## src/rtl/matrix_number_scan_pkg.sv

```systemverilog
// rtl/matrix_number_scan_pkg.sv - shared segment patterns, blank-digit code and pixel colours
package matrix_number_scan_pkg;

    // Active-high {g,f,e,d,c,b,a}
    localparam logic [6:0] SEG_0 = 7'h3F;
    localparam logic [6:0] SEG_1 = 7'h06;
    localparam logic [6:0] SEG_2 = 7'h5B;
    localparam logic [6:0] SEG_3 = 7'h4F;
    localparam logic [6:0] SEG_4 = 7'h66;
    localparam logic [6:0] SEG_5 = 7'h6D;
    localparam logic [6:0] SEG_6 = 7'h7D;
    localparam logic [6:0] SEG_7 = 7'h07;
    localparam logic [6:0] SEG_8 = 7'h7F;
    localparam logic [6:0] SEG_9 = 7'h6F;
    localparam logic [6:0] SEG_A = 7'h77;
    localparam logic [6:0] SEG_B = 7'h7C;
    localparam logic [6:0] SEG_C = 7'h39;
    localparam logic [6:0] SEG_D = 7'h5E;
    localparam logic [6:0] SEG_E = 7'h79;
    localparam logic [6:0] SEG_F = 7'h00;

    localparam logic [3:0] BLANK_DIGIT = 4'hF;

    // Two bits per pixel in matrixData: {red, green}
    typedef enum logic [1:0] {
        OFF    = 2'b00,
        GREEN  = 2'b01,
        RED    = 2'b10,
        YELLOW = 2'b11
    } pix_color_e;

endpackage

```

## src/rtl/matrix_number_scan_if.sv

```systemverilog
// rtl/matrix_number_scan_if.sv - content-in / pins-out bundle; dim port exists only with SCAN_DIM_EN
interface matrix_number_scan_if;
    logic [127:0] matrixData;
    logic [31:0]  numbersData;
`ifdef SCAN_DIM_EN
    logic [2:0]   dim;
`endif
    logic [7:0]   row_n;
    logic [7:0]   col_r;
    logic [7:0]   col_g;
    logic [7:0]   dig_n;
    logic [7:0]   seg;
    logic         frame_start;

    modport master (
        output matrixData, numbersData,
`ifdef SCAN_DIM_EN
        output dim,
`endif
        input  row_n, col_r, col_g, dig_n, seg, frame_start
    );

    modport slave (
        input  matrixData, numbersData,
`ifdef SCAN_DIM_EN
        input  dim,
`endif
        output row_n, col_r, col_g, dig_n, seg, frame_start
    );
endinterface

```

## src/rtl/seg_decode.sv

```systemverilog
// rtl/seg_decode.sv - combinational hex digit to seven-segment pattern; code F is blank
module seg_decode
    import matrix_number_scan_pkg::*;
(
    input  logic [3:0] digit_i,
    output logic [6:0] seg_o
);
    always_comb begin
        seg_o = SEG_F;
        case (digit_i)
            4'h0: seg_o = SEG_0;
            4'h1: seg_o = SEG_1;
            4'h2: seg_o = SEG_2;
            4'h3: seg_o = SEG_3;
            4'h4: seg_o = SEG_4;
            4'h5: seg_o = SEG_5;
            4'h6: seg_o = SEG_6;
            4'h7: seg_o = SEG_7;
            4'h8: seg_o = SEG_8;
            4'h9: seg_o = SEG_9;
            4'hA: seg_o = SEG_A;
            4'hB: seg_o = SEG_B;
            4'hC: seg_o = SEG_C;
            4'hD: seg_o = SEG_D;
            4'hE: seg_o = SEG_E;
            default: seg_o = SEG_F;
        endcase
    end
endmodule

```

## src/rtl/matrix_number_scan.sv

```systemverilog
// rtl/matrix_number_scan.sv - 8x8 LED matrix + 8-digit scanner; SCAN_DIM_EN adds frame-sampled dimming
module matrix_number_scan
    import matrix_number_scan_pkg::*;
#(
    parameter int SCAN_DIV     = 1000,
    parameter int BLANK_CYCLES = 50
) (
    input  logic                 clk,
    input  logic                 sw,
    matrix_number_scan_if.slave  bus
);
    localparam int CW = $clog2(SCAN_DIV);

    logic [CW-1:0]  div_cnt_q;
    logic [2:0]     idx_q;
    logic [127:0]   mat_snap_q;
    logic [31:0]    num_snap_q;
    logic [2:0]     dim_q;
    logic [2:0]     dim_d;
    logic [7:0]     row_n_q, col_r_q, col_g_q, dig_n_q, seg_q;
    logic           frame_start_q;

    logic           snap_now;
    logic           div_wrap;
    logic           lit;
    logic [31:0]    lit_off;
    logic [15:0]    row_bits;
    logic [7:0]     col_r_d, col_g_d, sel_n_d;
    logic [6:0]     seg7;

    assign snap_now = (idx_q == 3'd0) && (div_cnt_q == '0);
    assign div_wrap = (div_cnt_q == CW'(SCAN_DIV - 1));
    assign lit_off  = 32'(div_cnt_q) - 32'(BLANK_CYCLES);

`ifdef SCAN_DIM_EN
    assign dim_d = bus.dim;
`else
    assign dim_d = 3'd7;
`endif

    // Lit window after the dead time, shortened to (dim+1)/8 of it when dimming
    assign lit = (32'(div_cnt_q) >= 32'(BLANK_CYCLES)) &&
                 ((lit_off << 3) < ((32'(dim_q) + 32'd1) * 32'(SCAN_DIV - BLANK_CYCLES)));

    assign row_bits = mat_snap_q[{idx_q, 4'b0000} +: 16];
    assign sel_n_d  = ~(8'd1 << idx_q);

    always_comb begin
        col_r_d = '0;
        col_g_d = '0;
        for (int c = 0; c < 8; c++) begin
            col_r_d[c] = row_bits[2*c+1];
            col_g_d[c] = row_bits[2*c];
        end
    end

    seg_decode u_seg_decode (
        .digit_i (num_snap_q[{idx_q, 2'b00} +: 4]),
        .seg_o   (seg7)
    );

    always_ff @(posedge clk or negedge sw) begin
        if (!sw) begin
            div_cnt_q     <= '0;
            idx_q         <= '0;
            mat_snap_q    <= '0;
            num_snap_q    <= {8{BLANK_DIGIT}};
            dim_q         <= 3'd7;
            row_n_q       <= 8'hFF;
            dig_n_q       <= 8'hFF;
            col_r_q       <= '0;
            col_g_q       <= '0;
            seg_q         <= '0;
            frame_start_q <= 1'b0;
        end else begin
            div_cnt_q <= div_wrap ? '0 : div_cnt_q + 1'b1;
            if (div_wrap)
                idx_q <= idx_q + 3'd1;
            if (snap_now) begin
                mat_snap_q <= bus.matrixData;
                num_snap_q <= bus.numbersData;
                dim_q      <= dim_d;
            end
            frame_start_q <= snap_now;
            row_n_q <= lit ? sel_n_d : 8'hFF;
            dig_n_q <= lit ? sel_n_d : 8'hFF;
            col_r_q <= lit ? col_r_d : 8'h00;
            col_g_q <= lit ? col_g_d : 8'h00;
            seg_q   <= lit ? {1'b0, seg7} : 8'h00;
        end
    end

    assign bus.row_n       = row_n_q;
    assign bus.dig_n       = dig_n_q;
    assign bus.col_r       = col_r_q;
    assign bus.col_g       = col_g_q;
    assign bus.seg         = seg_q;
    assign bus.frame_start = frame_start_q;
endmodule
```

## src/flat_wrapper.sv

```systemverilog
// flat-port wrapper written by rule: the top's interface ports become plain ports
module matrix_number_scan_flat import matrix_number_scan_pkg::*;
#(
    parameter int SCAN_DIV     = 1000,
    parameter int BLANK_CYCLES = 50
)
  (clk, sw, bus_matrixData, bus_numbersData, bus_row_n, bus_col_r, bus_col_g, bus_dig_n, bus_seg, bus_frame_start);
  matrix_number_scan_if bus_i ();
  input  logic clk;
  input  logic sw;
  input wire logic [$bits(bus_i.matrixData)-1:0] bus_matrixData;
  input wire logic [$bits(bus_i.numbersData)-1:0] bus_numbersData;
  output wire logic [$bits(bus_i.row_n)-1:0] bus_row_n;
  output wire logic [$bits(bus_i.col_r)-1:0] bus_col_r;
  output wire logic [$bits(bus_i.col_g)-1:0] bus_col_g;
  output wire logic [$bits(bus_i.dig_n)-1:0] bus_dig_n;
  output wire logic [$bits(bus_i.seg)-1:0] bus_seg;
  output wire logic [$bits(bus_i.frame_start)-1:0] bus_frame_start;
  assign bus_i.matrixData = bus_matrixData;
  assign bus_i.numbersData = bus_numbersData;
  assign bus_row_n = bus_i.row_n;
  assign bus_col_r = bus_i.col_r;
  assign bus_col_g = bus_i.col_g;
  assign bus_dig_n = bus_i.dig_n;
  assign bus_seg = bus_i.seg;
  assign bus_frame_start = bus_i.frame_start;
  matrix_number_scan #(.SCAN_DIV(SCAN_DIV), .BLANK_CYCLES(BLANK_CYCLES)) u_core (.clk(clk), .sw(sw), .bus(bus_i));
endmodule
```

## config.mk

```make
export PLATFORM = sky130hd
export DESIGN_NAME = matrix_number_scan_flat
export DESIGN_NICKNAME = d
export VERILOG_FILES = /design/src/rtl/matrix_number_scan_pkg.sv /design/src/rtl/matrix_number_scan_if.sv /design/src/rtl/seg_decode.sv /design/src/rtl/matrix_number_scan.sv /design/src/flat_wrapper.sv
export SDC_FILE = /design/constraint.sdc
export NUM_CORES = 1
export LEC_CHECK = 0
export ABC_AREA = 1
export CORE_MARGIN = 3
export CORE_UTILIZATION = 30
export DETAILED_ROUTE_END_ITERATION = 12
export GPL_TIMING_DRIVEN = 0
export SETUP_SLACK_MARGIN = 0.05
export SYNTH_ARGS = -nofsm -noshare
export SYNTH_HDL_FRONTEND = slang
export SYNTH_SLANG_ARGS = --single-unit
```

## constraint.sdc

```tcl
create_clock -name clk -period 3 [get_ports clk]
set_input_delay 0.3 -clock clk [delete_from_list [all_inputs] [get_ports clk]]
set_output_delay 0.3 -clock clk [all_outputs]
set_load 0.005 [all_outputs]
```

**Word level (Yosys, flattened, before mapping)**

Memory sizes are Yosys's and may differ from the RTL's.
Index checks and enable logic that the tools add are counted.
W data, S select, Z words.

- Memory bits (read-only): 112
- Input port bits: 162
- Output and inout port bits: 41
- Bits in registers: 206
- Memories kept: 1
- Logic and storage cells: 29

Memory list:

| memory | words | bits a word | rd ports | clocked after Yosys merged registers in | wr ports | RTL line | source |
|---|---|---|---|---|---|---|---|
| (no name shown) | 16 | 7 | 1 | 0 | 0 | seg_decode.sv:10 | `case (digit_i)` |

- Equality and inequality tests: 1
- Shift-type cells: 3
- $add $sub $neg: 3
- Magnitude comparators: 2
- Bitwise gates (word level): 1
- Muxes and demuxes: 5
- Reduce and logical (&&, ||, !) cells: 4

Operators with widths:

| cell | number |
|---|---|
| $shiftx A128 B8 Y16 | 1 |
| $lt A32 B13 Y1 const B | 1 |
| $shiftx A32 B6 Y4 | 1 |
| $mux W8 | 3 |
| $sub A10 B6 Y11 const B | 1 |
| $add A10 B1 Y10 const B | 1 |
| $eq A10 B10 Y1 const B | 1 |
| $ge A10 B6 Y1 const B | 1 |
| $logic_not A10 Y1 | 1 |
| $mux W10 | 1 |
| $not A8 Y8 | 1 |
| $shl A1 B3 Y8 const A | 1 |
| $mux W7 | 1 |
| $add A3 B1 Y3 const B | 1 |
| $logic_not A3 Y1 | 1 |
| $logic_and A1 B1 Y1 | 2 |

**Logic depth before layout (Yosys ltp)**

Gate-level depths: netlist of the first run.

- Depth after elaboration: 4
- Mapped depth: 13
- Gate-level depth less buffers: 11

**Cells and area by module**

From an unflattened synthesis of the first run, not the netlist that was laid out.

- Cell total of the unflattened synthesis: 1361
- Area total of the unflattened synthesis: 10201.0 um^2

Modules (own cells, without submodules):

| module | cells an instance | seq. area each (um^2) | instances | area an instance (um^2) |
|---|---|---|---|---|
| matrix_number_scan | 1305 | 5180.0 | 1 | 9904.5 |
| seg_decode | 56 | 0.0 | 1 | 296.5 |

**Least setup slack after synthesis of the first run**

OpenSTA, ideal clock, no wires.

- Path kind: reg-to-reg
- Start point: reg u_core.idx_q[0]
- End point: reg u_core.mat_snap_q[112]
- Stages on the path, launching flop included: 13
- Required time: 2.884 ns
- Buffers on the path: 5
- Data arrival time: 1.997 ns
- Clock period less this slack: 2.113 ns
- Path slack: 0.887 ns
- Setup time: 0.116 ns
- Cells stage by stage: dfrtp_1 buf_4 inv_2 buf_2 buf_2 ha_1 nand4_1 nor3_1 nand2_1 buf_2 buf_2 nand2_1 nand2_1

- Word-level cells in the longest chain between the ends: 2

RTL lines:

| what | RTL line | source |
|---|---|---|
| start, declared | matrix_number_scan.sv:15 | `logic [2:0] idx_q;` |
| start signal, assigned | matrix_number_scan.sv:78 | `idx_q <= idx_q + 3'd1;` |
| $logic_not A3 Y1 | matrix_number_scan.sv:31 | `assign snap_now = (idx_q == 3'd0) && (div_cnt_q == '0);` |
| $logic_and A1 B1 Y1 | matrix_number_scan.sv:31 |  |
| end signal, assigned | matrix_number_scan.sv:80 | `mat_snap_q <= bus.matrixData;` |
| end, declared | matrix_number_scan.sv:16 | `logic [127:0] mat_snap_q;` |

No other way between the ends.
A chain may end at the register's enable or synchronous reset.

**Worst setup path in the final report of the first run**

- Start point: reg u_core.idx_q[0]
- End point: reg u_core.num_snap_q[17]

- Word-level cells in the longest chain between the ends: 2

RTL lines:

| what | RTL line | source |
|---|---|---|
| $logic_not A3 Y1 | matrix_number_scan.sv:31 |  |
| $logic_and A1 B1 Y1 | matrix_number_scan.sv:31 |  |
| end signal, assigned | matrix_number_scan.sv:67 | `num_snap_q <= {8{BLANK_DIGIT}};` |
| end signal, assigned | matrix_number_scan.sv:81 | `num_snap_q <= bus.numbersData;` |
| end, declared | matrix_number_scan.sv:17 | `logic [31:0] num_snap_q;` |

No other way between the ends.

==> impl_metrics.ini, run 1 <==
[grt]
grtUsageTotal_pct = 17.9
antenna_found_initial = 0
grt-ovfl-total = 0
grt_max_degree = 124
grt_pass1_wl_um = 47500
grt_pass1_vias = 8422

[worst_setup_path]
critPathMaxFanout = 11
cp_cell_sequence = buf_4, inv_2, buf_4, buf_6, ha_1, nand4_1, nor3_1, nand2_2, inv_2, buf_6, buf_6, nand2_1, o21ai_1
crit_top_cell = buf_6
path_class = register to register
crit_required_ns = 3.43
r2r_setup_slack_ns = 0.35
cp-end-kind = register
setup.worst_path.start_class = register
worst_path_max_delay_cell = dfrtp_1
crit_family = buffers and inverters
cpPeakStageDelay_ns = 0.46
critPathBufInv = 7
crit_arrival_ns = 3.08

[cts]
postCtsSetupBuffers = 0
clk_pin_slew_ns = 0.06
cts_made_buffers = 24
clock_latency_ns = 0.52
h-tree-depth = 1
cts.path.max_buffers = 3
cts-root-buf = clkbuf_16
cts_tree = built
clock_sinks = 205

[power]
p_per_area_mw_per_mm2 = 487
ir_drop_v = 0.000351
p_total_mw = 6.26
p_leak_nw = 6.02

[floorplan]
initial_core_util_pct = 30.7
core_area_mm2 = 0.0309
die_w_um = 184
ioPinCount = 203
die_area_mm2 = 0.0338
die_h_um = 184
num_rows = 64

[sta]
max_freq_mhz = 377
finClkSkew_ns = 0.0196
slew_viol_final = 0
setup_violations = 0
layout_min_cycle_time_ns = 2.65
hold_violations = 0
maxSlewHeadroom_pct = 54.1
finalCritPeriodShare_pct = 88.5
worst_pin_slew_ns = 0.688
setup_tns_ns = 0
rsz0062_at_grt = no

[cells_and_area]
fillers = 3091
drive_gt1_share_pct = 10.2
final_nets = 1563
antennaDiodeCount = 0
syn_to_final_growth_pct = 35.2
fin_area_mm2 = 0.0128

[drt]
viasPerCell = 4.71
totalWireLength_um = 30900
detail-route-antenna-nets = 0
wl_per_cell_um = 17.2
drc = 0
via_count = 8482
drt_pass1_iterations = 5
first_iter_violations = 775

[synth]
syn_area_mm2 = 0.00949
synth-seq-area-share_pct = 54.6
synth_edf_count = 0
synth_area_per_cell_um2 = 8.20
synth_top_flop_cell = dfrtp_1
syn_inst = 1158
synth_cell_types = 28
synth_fp_nets = 1334
ys_seq_elements = 205
yosysWarnings = 0
synth-async-reset-ratio_pct = 100

[placement]
gp_congestion = 0.896
hpwl_um = 23400
dpl-instance-area_mm2 = 0.0121
port_buffers = 201

[run]
cap_violations = 0

[status]
status = finished, final reports clean

[min_path]
hold_class = input port to asynchronous set/reset pin
==> cell families (layout without fill, tap and decap cells) <==
family / after synthesis / count (layout) / share of synthesized area, %
compound gates: 150 / 150 / 9.19
simple gates: 666 / 666 / 27.1
other cells: 1 / 1 / 0.0395
flops: 205 / 205 / 54.6
xor+xnor: 2 / 2 / 0.185
fa+ha+maj: 14 / 14 / 1.85
buf+inv: 120 / 366 / 7.08
==> cell usage in the layout, fill, tap and decap left out, types with 2 or more instances in the layout <==
master / n
nand2_1: 530
clkdlybuf4s50_1: 200
dfrtp_1: 165
nor2_1: 84
o21ai_0: 83
inv_1: 41
nand3_1: 40
dfstp_2: 40
buf_2: 25
clkbuf_16: 25
clkbuf_1: 24
buf_6: 19
o22a_1: 16
o22ai_1: 16
o31ai_1: 16
buf_4: 15
ha_1: 14
a21oi_1: 11
o21ai_1: 7
nor3_1: 5
inv_2: 4
nand2_2: 3
clkinv_2: 3
clkbuf_8: 3
xor2_1: 2
buf_16: 2
==> sequential cells by signal, summed over array words and instances (netlist names), 3 cells and up <==
register,flops
u_core.bus.col_r,8
u_core.bus.col_g,8
u_core.mat_snap_q,128
u_core.idx_q,3
u_core.num_snap_q,32
u_core.div_cnt_q,10
u_core.bus.row_n,8
u_core.bus.seg,7
==> path summary, 6_finish.rpt <==
| path | start | endpoint | depth (start not counted) |
|---|---|---|---|
| worst min register to register | u_core.num_snap_q[0] | u_core.num_snap_q[0] | 2 |
| max in group asynchronous | sw | u_core.num_snap_q[5] | 4 |
| worst min-delay path | sw | u_core.mat_snap_q[67] | 2 |
| worst max register to register | u_core.idx_q[0] | u_core.num_snap_q[17] | 13 |
| worst max-delay path | u_core.idx_q[0] | u_core.num_snap_q[17] | 13 |
| min in group clk | bus_matrixData[24] | u_core.mat_snap_q[24] | 3 |
==> metrics by stage <==
stage	instances	setup WS, ns	util (%)	hold WS (ns)
2_1_floorplan	1158	0.887	-	0.00441
3_3_place_gp	1755	-7.01	38.8	0.456
3_5_place_dp	1757	-0.0207	39.0	0.0824
4_1_cts	1800	0.0637	41.5	0.128
5_1_grt	1800	0.0942	41.5	0.142
6_report	1800	0.346	41.5	0.141
==> synthesized netlist by cell type (7+ instances only) <==
| master | n | area share (%) |
|---|---|---|
| a21oi_1 | 11 | 0.58 |
| buf_2 | 27 | 1.4 |
| buf_4 | 14 | 1.1 |
| buf_6 | 18 | 2.1 |
| clkbuf_1 | 15 | 0.59 |
| dfrtp_1 | 165 | 43 |
| dfstp_2 | 40 | 11 |
| ha_1 | 14 | 1.8 |
| inv_1 | 41 | 1.6 |
| nand2_1 | 531 | 21 |
| nand3_1 | 40 | 2.1 |
| nor2_1 | 84 | 3.3 |
| o21ai_0 | 83 | 4.4 |
| o21ai_1 | 7 | 0.37 |
| o22a_1 | 16 | 1.5 |
| o22ai_1 | 16 | 1.1 |
| o31ai_1 | 16 | 1.3 |
==> what timing repair did <==
action                                  in CTS  in global routing
endpoints found under the setup margin     160                161
gates resized for setup                      0                  6
hold buffers                                 1                  0
hold endpoints to repair                   117                  0
==> worst reg2reg max path, cell delays in order (launching register included) <==
cell and delay, ns:
dfrtp_1 0.46, buf_4 0.22, inv_2 0.15, buf_4 0.23, buf_6 0.19, ha_1 0.24, nand4_1 0.11, nor3_1 0.18
nand2_2 0.14, inv_2 0.11, buf_6 0.20, buf_6 0.17, nand2_1 0.07, o21ai_1 0.09
==> power breakdown <==
part / internal, mW / total [mW] / switching (mW) / leakage, nW
sequential: 2.89 / 2.95 / 0.0607 / 2.41
combinational: 0.267 / 0.479 / 0.212 / 3.23
clock: 1.69 / 2.83 / 1.13 / 0.373
total: 4.86 / 6.26 / 1.40 / 6.02
==> layer usage <==
layer	wire, um	global-route usage (%)
met1	13800	25.4
met5	0	0
met3	2490	3.56
met2	13800	28.3
met4	828	4.51
==> layout make-up <==
class,instances,area (um2),share of cell area [%]
plain buffers,74,508,3.96
multi-input cells,833,3640,28.4
clock inverters,5,56.3,0.439
repair buffers,204,2080,16.2
flip-flops and latches,205,5180,40.3
inverters,45,169,1.32
well taps,396,495,3.86
clock buffers,38,704,5.49
(Power assumes the default switching activity.)
==> run 2: changes to the inputs <==
- CELL_PAD_IN_SITES_DETAIL_PLACEMENT: not set -> 0
- CELL_PAD_IN_SITES_GLOBAL_PLACEMENT: not set -> 2
- PLACE_DENSITY_LB_ADDON: not set -> 0.1
==> run 2 against run 1 <==
Effect of this change:
- clock skew decreased by 0.0077 ns
- combinational power decreased by 2%
- via count decreased by 2.2%
- routed wire length grew 8.7%
- setup slack lost 0.11 ns
- critical endpoint is now u_core.mat_snap_q[32]
- largest power group unchanged
==> impl_metrics.ini, run 2 (synthesized netlist as in run 1, its figures left out) <==
[drt]
first_iter_violations = 589
wl_per_cell_um = 18.7
via_count = 8292
viasPerCell = 4.60
drt_pass1_iterations = 5
totalWireLength_um = 33600
drc = 0
detail-route-antenna-nets = 0

[run]
cap_violations = 0

[worst_setup_path]
cp_cell_sequence = buf_4, inv_2, buf_6, buf_4, ha_2, nand4_1, nor3_1, nand2_2, inv_2, buf_8, buf_6, nand2_1, nand2_1
worstRegToRegCells = 13
reg2reg_from = u_core.idx_q[0]
cp-end-kind = register
path_class = register to register
r2r_setup_slack_ns = 0.23
critPathBufInv = 7
setup.worst_path.start_class = register
cp.depth = 13
critPathMaxFanout = 11
r2r_end = u_core.mat_snap_q[32]
worst_path_max_delay_cell = dfrtp_1
crit_required_ns = 3.46
crit_arrival_ns = 3.22
crit_family = buffers and inverters
cpPeakStageDelay_ns = 0.46

[floorplan]
die_area_mm2 = 0.0338
die_w_um = 184
num_rows = 64
die_h_um = 184
core_area_mm2 = 0.0309
initial_core_util_pct = 30.7
ioPinCount = 203

[sta]
slew_viol_final = 0
rsz0062_at_grt = no
setup_violations = 0
worst_slack_ns = 0.233
finClkSkew_ns = 0.0119
finalCritPeriodShare_pct = 92.2
worst_pin_slew_ns = 0.743
hold_violations = 0
layout_min_cycle_time_ns = 2.77
max_freq_mhz = 361
hold_ws_ns = 0.305
maxSlewHeadroom_pct = 50.4

[cells_and_area]
largest_reg_flops = 128
regMostFlops = u_core.mat_snap_q
antennaDiodeCount = 0
regArea_mm2 = 0.00518
final_nets = 1563
largestRegisters = u_core.mat_snap_q (128), u_core.num_snap_q (32), u_core.div_cnt_q (10)
final_cell_mix = nand2_1, clkdlybuf4s50_1, dfrtp_1
finish.utilization_pct = 41.6
multi_input_area_mm2 = 0.00365
layout_commonest_cell = nand2_1
syn_to_final_growth_pct = 35.4
drive_gt1_share_pct = 10.7
fillers = 3227

[cts]
cts_made_buffers = 25
clk_pin_slew_ns = 0.06
clock_sinks = 205
cts_tree = built
postCtsSetupBuffers = 0
cts.path.max_buffers = 3
h-tree-depth = 1
cts-root-buf = clkbuf_16
clock_latency_ns = 0.52

[grt]
grt_pass1_wl_um = 51200
grt_max_degree = 111
antenna_found_initial = 0
grt_pass1_vias = 8547
grt-ovfl-total = 0
grtUsageTotal_pct = 19.8

[min_path]
hold_path_end = u_core.num_snap_q[31]
worstHoldPathCells = 3
hp-start = bus_numbersData[31]
hold_class = input port to register

[status]
status = finished, final reports clean

[power]
p_leak_nw = 6.04
ir_drop_v = 0.000338
p_total_mw = 6.34
p_per_area_mw_per_mm2 = 493

[placement]
gp_congestion = 0.857
port_buffers = 201
hpwl_um = 24800
dp_slack_ns = -0.197
run 2: routing by layer:
| metal | global-route usage (%) | routed length [um] |
|---|---|---|
| met2 | 29.8 | 14700 |
| met5 | 0 | 0 |
| met1 | 30.1 | 16500 |
| met3 | 2.57 | 1540 |
| met4 | 4.78 | 836 |
run 2: metrics by stage:
| stage | TNS, ns | instances | instance area (um2) |
|---|---|---|---|
| after floorplan | 0 | 1158 | 9490 |
| after global placement | -1454.56 | 1755 | 12000 |
| after detailed placement | -22.16 | 1756 | 12000 |
| after CTS | 0 | 1802 | 12800 |
| after global routing | 0 | 1802 | 12900 |
| final | 0 | 1802 | 12900 |
run 2: layout make-up:
class                      instances  area share (%)
timing repair buffer             203            16.0
clock buffer                      40            5.93
tap                              396            3.85
multi-input combinational        833            28.4
inverter                          45            1.31
sequential                       205            40.3
buffer                            74            3.99
clock inverter                     6           0.263
run 2: what timing repair did:
item,4_1_cts,5_1_grt
gates resized for setup,3,4
cloned,0,0
setup endpoints to repair,161,158
endpoints found under the hold margin,61,0
hold buffers,1,0
run 2: worst max path at each step:
stage / from / endpoint / slack, ns
after floorplan: u_core.idx_q[0] / u_core.mat_snap_q[112] / 0.89
after global placement: sw / u_core.mat_snap_q[73] / -7.54
after detailed placement: u_core.idx_q[1] / u_core.mat_snap_q[32] / -0.20
after CTS: u_core.idx_q[0] / u_core.num_snap_q[9] / 0.09
after global routing: u_core.idx_q[0] / u_core.mat_snap_q[59] / 0.08
final: u_core.idx_q[0] / u_core.mat_snap_q[32] / 0.23
run 2: power breakdown:
group	switching (mW)	internal, mW
registers	0.0585	2.89
clock network	1.19	1.73
logic	0.206	0.263
run 2: worst reg2reg max path: stages (launching register included):
cell     delay (ns)
dfrtp_1        0.46
buf_4          0.24
inv_2          0.17
buf_6          0.20
buf_4          0.23
ha_2           0.26
nand4_1        0.12
nor3_1         0.18
nand2_2        0.15
inv_2          0.12
buf_8          0.21
buf_6          0.18
nand2_1        0.11
nand2_1        0.07
==> run 3: changes to the inputs <==
- CORE_UTILIZATION: 30 -> 27
- SETUP_SLACK_MARGIN: 0.05 -> not set
- clock period: 3 -> 2.39 ns (I/O delays scaled with it)
==> run 3 against run 2 <==
Effect of this change:
- global-route usage decreased by 0.87 points
- fmax increased by 21%
- sequential share of layout area decreased by 0.92 points
- combinational power increased by 28%
- via count increased by 0.16%
- critical path depth decreased by 6
- largest cell class unchanged
- clock skew increased by 0.011 ns
- die area increased by 11%
- largest power group is now clock
- first-iteration DRC count decreased by 10%
- register-to-register slack got worse by 0.13 ns
- critical endpoint is now u_core.bus.col_g[6]
- clock power increased by 33%
- final cell count increased by 3.6%
==> impl_metrics.ini, run 3 (synthesized netlist as in run 1, its figures left out) <==
[cells_and_area]
antennaDiodeCount = 0
layout_commonest_cell = nand2_1
syn_to_final_growth_pct = 38.7
largest_reg_flops = 128
fillers = 3641
final_nets = 1570
fin_area_mm2 = 0.0132
largestRegisters = u_core.mat_snap_q (128), u_core.num_snap_q (32), u_core.div_cnt_q (10)
regMostFlops = u_core.mat_snap_q
final_cell_mix = nand2_1, clkdlybuf4s50_1, dfrtp_1
drive_gt1_share_pct = 11.4

[run]
cap_violations = 0

[sta]
setup_tns_ns = 0
layout_min_cycle_time_ns = 2.28
worst_slack_ns = 0.105
rsz0062_at_grt = no
worst_pin_slew_ns = 0.780
maxSlewHeadroom_pct = 48.0
hold_violations = 0
slew_viol_final = 0
max_freq_mhz = 438
finalCritPeriodShare_pct = 95.6
setup_violations = 0
hold_ws_ns = 0.229
finClkSkew_ns = 0.0228

[power]
p_total_mw = 8.19
p_leak_nw = 6.14
p_per_area_mw_per_mm2 = 622
ir_drop_v = 0.000468

[floorplan]
die_area_mm2 = 0.0374
num_rows = 68
die_h_um = 194
ioPinCount = 203
die_w_um = 194
initial_core_util_pct = 27.4
core_area_mm2 = 0.0346

[drt]
first_iter_violations = 529
wl_met2_um = 16200
detail-route-antenna-nets = 0
drt_pass1_iterations = 6
met3WireLength_um = 1350
wl_per_cell_um = 19.2
via_count = 8305
wirelength_met1_um = 17800
drc = 0
totalWireLength_um = 35900
route.top_layer_used = met4
viasPerCell = 4.45

[placement]
dp_slack_ns = -0.834
hpwl_um = 26100
dpl-instance-area_mm2 = 0.0121
port_buffers = 201
gp_congestion = 0.859

[grt]
grt_pass1_vias = 8698
grt_max_degree = 112
grt_pass1_wl_um = 55000
grt-ovfl-total = 0
antenna_found_initial = 0
grtUsageTotal_pct = 18.9

[min_path]
worstHoldPathCells = 3
hold_class = input port to register
hold_path_end = u_core.num_snap_q[15]
hp-start = bus_numbersData[15]

[cts]
cts_made_buffers = 25
cts.path.max_buffers = 3
cts_tree = built
clock_latency_ns = 0.53
clock_sinks = 205
clk_pin_slew_ns = 0.06
cts-root-buf = clkbuf_16
h-tree-depth = 1

[worst_setup_path]
path_class = register to register
reg2reg_from = u_core.idx_q[1]
r2r_setup_slack_ns = 0.11
critPathMaxFanout = 10
crit_arrival_ns = 2.70
setup.worst_path.start_class = register
crit_required_ns = 2.81
r2r_end = u_core.bus.col_g[6]
worstRegToRegCells = 7
cp-end-kind = register

[status]
status = finished, final reports clean
==> run 3: changes by cell type in the layout (fill, tap and decap cells not counted), sizes merged <==
cell	previous run	this run
buf	62	67
bufinv	0	2
clkbuf	54	56
clkinv	5	3
inv	46	45
==> run 3: layout make-up <==
type	instances	area [um2]	share of cell area [%]
Buffer	73	578	4.39
Clock buffer	40	762	5.79
Clock inverter	5	73.8	0.561
Inverter	45	179	1.36
Multi-Input combinational cell	833	3670	27.8
Sequential cell	205	5180	39.4
Tap cell	455	569	4.32
Timing Repair Buffer	211	2150	16.3
==> run 3: report_power, final <==
group / switching [mW] / internal, mW / total, mW / leakage [nW]
sequential: 0.0728 / 3.63 / 3.71 / 2.41
clock: 1.50 / 2.38 / 3.88 / 0.412
combinational: 0.267 / 0.331 / 0.598 / 3.31
==> run 3: worst max-delay path: stages (launching register included) <==
cell and delay [ns]:
dfrtp_2 0.46, buf_4 0.20, clkbuf_4 0.25, clkbuf_1 0.49, o21ai_0 0.19, o22ai_1 0.32
nand2_1 0.16, o31ai_1 0.10
==> run 3: repair_timing <==
action                                  4_1_cts  5_1_grt
hold buffers                                  1        0
endpoints found under the setup margin      175      124
pin swaps                                     0        2
endpoints found under the hold margin        61        0
setup buffers                                 4        2
cloned                                        1        1
resized for setup                            31       12
==> run 3: worst max-delay path by stage <==
| stage | start | to | slack [ns] |
|---|---|---|---|
| 5_1_grt | u_core.idx_q[1] | u_core.bus.col_g[5] | 0.0005 |
| 3_3_place_gp | sw | u_core.mat_snap_q[69] | -8.20 |
| 6_report | u_core.idx_q[1] | u_core.bus.col_g[6] | 0.11 |
| 4_1_cts | u_core.idx_q[0] | u_core.num_snap_q[0] | 0.03 |
| 3_5_place_dp | u_core.idx_q[1] | u_core.num_snap_q[8] | -0.83 |
| 2_1_floorplan | u_core.idx_q[0] | u_core.mat_snap_q[112] | 0.28 |
==> run 3: per-layer routing <==
layer  GRT usage, %  up-vias
li1               -     4124
met1           28.0     3974
met2           29.9      175
met3           2.73       32
met4           3.35        0
met5              0        -
==> run 3: through the flow <==
stage / cells / utilization (%)
finish: 1867 / 38.0
global route: 1867 / 38.0
CTS: 1865 / 37.9
detailed placement: 1815 / 35.0
global placement: 1814 / 34.9
floorplan: 1158 / -
